**src/rtl/mem_port_arbiter.sv**
```systemverilog
// mem_port_arbiter: two-master arbiter onto one single-port synchronous RAM port with one-cycle read latency.
// Define MEM_PORT_ARB_ROUND_ROBIN_EN for alternating grants on contention; default is fixed priority to m0.
module mem_port_arbiter #(
  parameter int ADDR_W = 11,
  parameter int DATA_W = 16
) (
  input  logic                clk,
  input  logic                reset_n,
  input  logic [ADDR_W-1:0]   m0_address,
  input  logic                m0_read,
  input  logic                m0_write,
  input  logic [DATA_W-1:0]   m0_writedata,
  input  logic [DATA_W/8-1:0] m0_byteenable,
  output logic                m0_waitrequest,
  output logic [DATA_W-1:0]   m0_readdata,
  output logic                m0_readdatavalid,
  input  logic [ADDR_W-1:0]   m1_address,
  input  logic                m1_read,
  input  logic                m1_write,
  input  logic [DATA_W-1:0]   m1_writedata,
  input  logic [DATA_W/8-1:0] m1_byteenable,
  output logic                m1_waitrequest,
  output logic [DATA_W-1:0]   m1_readdata,
  output logic                m1_readdatavalid,
  output logic [ADDR_W-1:0]   mem_address,
  output logic                mem_chipselect,
  output logic                mem_write,
  output logic [DATA_W-1:0]   mem_writedata,
  output logic [DATA_W/8-1:0] mem_byteenable,
  input  logic [DATA_W-1:0]   mem_readdata
);
`ifdef MEM_PORT_ARB_ROUND_ROBIN_EN
  localparam bit RR_EN = 1'b1;
`else
  localparam bit RR_EN = 1'b0;
`endif
  logic req0, req1, grant0, grant1, pick1;
  logic last_grant, rd_valid, rd_owner;
  logic [ADDR_W-1:0] addr_q;
  assign req0 = m0_read | m0_write;
  assign req1 = m1_read | m1_write;
  // pick1 only matters on contention; in fixed-priority builds m0 always wins
  assign pick1 = RR_EN & ~last_grant;
  assign grant0 = reset_n & req0 & ~(req1 & pick1);
  assign grant1 = reset_n & req1 & (~req0 | pick1);
  assign m0_waitrequest = ~reset_n | (req0 & ~grant0);
  assign m1_waitrequest = ~reset_n | (req1 & ~grant1);
  assign mem_chipselect = grant0 | grant1;
  assign mem_write      = grant0 ? m0_write : (grant1 & m1_write);
  assign mem_address    = grant0 ? m0_address : grant1 ? m1_address : addr_q;
  assign mem_writedata  = grant1 ? m1_writedata : m0_writedata;
  assign mem_byteenable = grant1 ? m1_byteenable : m0_byteenable;
  assign m0_readdata = mem_readdata;
  assign m1_readdata = mem_readdata;
  assign m0_readdatavalid = rd_valid & ~rd_owner;
  assign m1_readdatavalid = rd_valid & rd_owner;
  always_ff @(posedge clk or negedge reset_n) begin
    if (!reset_n) begin
      addr_q     <= '0;
      last_grant <= 1'b1;
      rd_valid   <= 1'b0;
      rd_owner   <= 1'b0;
    end else begin
      if (mem_chipselect) addr_q <= mem_address;
      if (mem_chipselect) last_grant <= grant1;
      rd_valid <= mem_chipselect & ~mem_write;
      rd_owner <= grant1;
    end
  end
endmodule

```
**config.mk**
```make
export PLATFORM = sky130hd
export DESIGN_NAME = mem_port_arbiter
export DESIGN_NICKNAME = d
export VERILOG_FILES = /design/src/rtl/mem_port_arbiter.sv
export SDC_FILE = /design/constraint.sdc
export NUM_CORES = 1
export LEC_CHECK = 0
export CAP_MARGIN = 20
export CORE_MARGIN = 1.5
export CORE_UTILIZATION = 29
export DETAILED_ROUTE_END_ITERATION = 7
export PLACE_DENSITY = 0.88
export SYNTH_ARGS = -nofsm -noshare
export SYNTH_HDL_FRONTEND = slang
export SYNTH_SLANG_ARGS = --single-unit
```
**constraint.sdc**
```tcl
create_clock -name clk -period 2.6 [get_ports clk]
set_input_delay 0.52 -clock clk [delete_from_list [all_inputs] [get_ports clk]]
set_output_delay 0.52 -clock clk [all_outputs]
set_load 0.01 [all_outputs]
```
==> run_results.csv <==
group,metric,value,unit
run_status,outcome,"finished clean",
critical_path,crit_path_start,"reset_n",
synth,ys_warn_count,0,
synth,synth_common_cells,"32 x buf_4, 22 x a221o_1, 18 x mux2_2",
place,port-buffer-count,98,
clock_network,cts_buffers,3,
routing,routed_via_density,4.795,
critical_path,r2r-end,"addr_q[9]",
critical_path,r2r_cells,2,
critical_path,r2r_slack,1.72,ns
floorplanning,start_util,30.03,%
synth,yosys_register_bits,13,
routing,drc,0,
floorplanning,die_h,67.36,um
critical_path,timing.rr.start,"addr_q[9]",
routing,dr_total_vias,1237,
layout,antenna_cells,0,
clock_network,clock_sinks,13,
place,dpl.cell_count,235,
layout,final_net_count,289,
global_routing,grt_util_all_layers,15.87,%
floorplanning,ios,147,
global_routing,grt_overflow_total,0,
layout,area_growth,79.17,%
critical_path,crit_family,"buffers and inverters",
flow_run,cap_violations,0,
critical_path,crit_buf_inv,5,
critical_path,startpoint_type,"primary input",
sta,setup_ws,0.1082,ns
routing,avgRoutedWirePerCell,14.61,um
layout,final_layout_size_suffix_gt1_share,37.02,%
synth,synth_area,1201,um^2
floorplanning,rows,23,
place,gp_congestion,0.6632,
synth,synth_largest_area_cell,"dfrtp_1",
critical_path,path_cells,"dlygate4sd2_1 -> o41ai_4 -> buf_4 -> buf_4 -> buf_4 -> and2_4 -> a221o_1 -> buf_2",
sta,slew_headroom,79.96,%
synth,synthTopCellsByArea,"dfrtp_1 27%, buf_4 20%, a221o_1 18%",
synth,yosysUniqueCellTypes,16,
critical_path,crit_path_end_kind,"output port",
sta,finalCritPeriodShare,95.84,%
min_path,min_path_type,"primary input to asynchronous set/reset pin",
routing,ant_nets,0,
sta,fmax,401.3,MHz
floorplanning,die_width,67.36,um
critical_path,path_class,"primary input to output port",
global_routing,grt_pass1_vias,1197,
global_routing,antenna_found_initial,0,
clock_network,clockBufferDepth,2,
synth,synth_top_flop_cell,"dfrtp_1",
critical_path,worstPathRequired,2.08,ns
synth,yosysMostFrequentCell,"buf_4",
layout,finalNonFillerCells,258,
critical_path,crit_arrival,1.97,ns
floorplanning,core_area,4000,um^2
synth,synth_top_area_share,27.08,%
power,p_total,0.7393,mW
place,detailed_place_hpwl,2673,um
place,dpl_cell_area,2024,um^2
clock_network,clockRootBuffer,"clkbuf_8",
synth,synth_edf_count,0,
sta,final-hold-violation-count,0,
routing,drt_first_pass_iters,4,
sta,fin_skew,0,ns
critical_path,slowest_stage,"dlygate4sd2_1",
sta,rsz0062_at_grt,"no",
clock_network,htree_levels,1,
critical_path,path_common_cell,"buf_4",
synth,async_reset_ff_share,100.0,%
critical_path,worst-path-max-fanout,5,
synth,yosysSeqAreaShare,27.08,%
critical_path,slowest_delay,0.32,ns
sta,slew_viol_final,0,
layout,final_area,2152,um^2
synth,synth_nets,197,
routing,drt_wl_total,3770,um
power,total_leakage_power,0.9592,nW
power,vdd.ir_drop.worst,0.3223,mV
power,powerDensity,343.5,nW/um^2
sta,finalSetupViolCount,0,
floorplanning,dieArea,4537,um^2
place,post-place-ws,-0.3440,ns
clock_network,cts_tree,"built",
global_routing,grt_pass1_wl,5464,um
sta,tightestPinTransition,0.2996,ns
sta,period_needed,2.492,ns
sta,fin_setup_tns,0,ns
clock_network,ctsHoldBuffers,0,
synth,netlist_instances,117,
global_routing,grt_max_degree,23,
routing,drt_iter0_drc,38,
clock_network,clk_latency,0.24,ns
synth,avgSynthCellArea,10.27,um^2
clock_network,clk_pin_slew,0.06,ns
==> metrics by stage <==
step,util (%),hold WS [ns]
2_1_floorplan,-,0.2244
3_3_place_gp,50.61,0.5677
3_5_place_dp,50.61,0.5646
4_1_cts,54.24,0.5170
5_1_grt,53.80,0.5283
6_report,53.80,0.5119
==> layout by cell type (no fill, tap or decap) <==
master           netlist  routed
clkdlybuf4s50_1        0      63
a221o_1               22      22
buf_4                 32      22
mux2_2                18      18
clkbuf_2               1      14
dfrtp_1               13      13
clkdlybuf4s15_1        0      10
and2_1                12       9
buf_2                  2       6
buf_6                  4       5
dlygate4sd2_1          0       4
nor2_1                 4       3
and2_4                 0       3
clkbuf_8               0       3
inv_1                  2       2
nor2b_1                2       2
nor2_2                 0       1
nand3b_1               1       1
inv_6                  0       1
o41ai_4                0       1
o21ai_0                1       1
o21a_1                 1       1
clkinv_2               0       1
clkdlybuf4s15_2        0       1
buf_12                 0       1
==> per-layer routing <==
layer | GRT usage (%) | routed length, um | up-vias
li1 | - | - | 583
met1 | 18.67 | 1459 | 576
met2 | 26.73 | 1878 | 67
met3 | 5.333 | 371 | 11
met4 | 5.867 | 60 | 0
met5 | 0 | 0 | -
==> cells by family (layout without fill, tap and decap cells) <==
| kind of cell | count (synthesis) | in the layout | synth area share (%) |
|---|---|---|---|
| buffers and inverters | 42 | 133 | 26.15 |
| and+or+nand+nor | 19 | 19 | 9.166 |
| DFF | 13 | 13 | 27.08 |
| AOI/OAI and AO/OA | 25 | 25 | 20.73 |
| muxes | 18 | 18 | 16.87 |
==> power by group <==
group          leakage, nW  switching (mW)  internal (mW)
clock               0.0255          0.0767          0.106
combinational        0.773           0.118          0.210
sequential           0.161         0.00454          0.224
total                0.959           0.199          0.540
==> sequential cells by signal, indices dropped and copies added (netlist names) <==
register  flops
rd_valid      1
addr_q       11
rd_owner      1
==> what timing repair did <==
item	4_1_cts	5_1_grt
endpoints found under the hold margin	0	0
buffers inserted	14	3
gates cloned	2	0
pin swaps	4	3
gates resized for setup	71	36
setup endpoints to repair	31	19
==> final cells by class <==
class                      instances  area [um^2]
fill                             371         1848
timing repair buffer             126         1119
multi-input combinational         62        583.1
sequential                        13        325.3
tap                               50        62.56
clock buffer                       3        41.29
inverter                           3        16.27
clock inverter                     1        5.005
==> worst max path at each step <==
stage | to | slack, ns | depth (start not counted)
2_1_floorplan | mem_address[0] | 0.65 | 6
3_3_place_gp | mem_address[10] | -0.32 | 6
6_report | mem_address[10] | 0.11 | 8
5_1_grt | mem_writedata[5] | 0.04 | 6
3_5_place_dp | mem_address[10] | -0.34 | 7
4_1_cts | mem_address[0] | 0.01 | 7
Note: power is estimated with default switching activity, not from simulation.
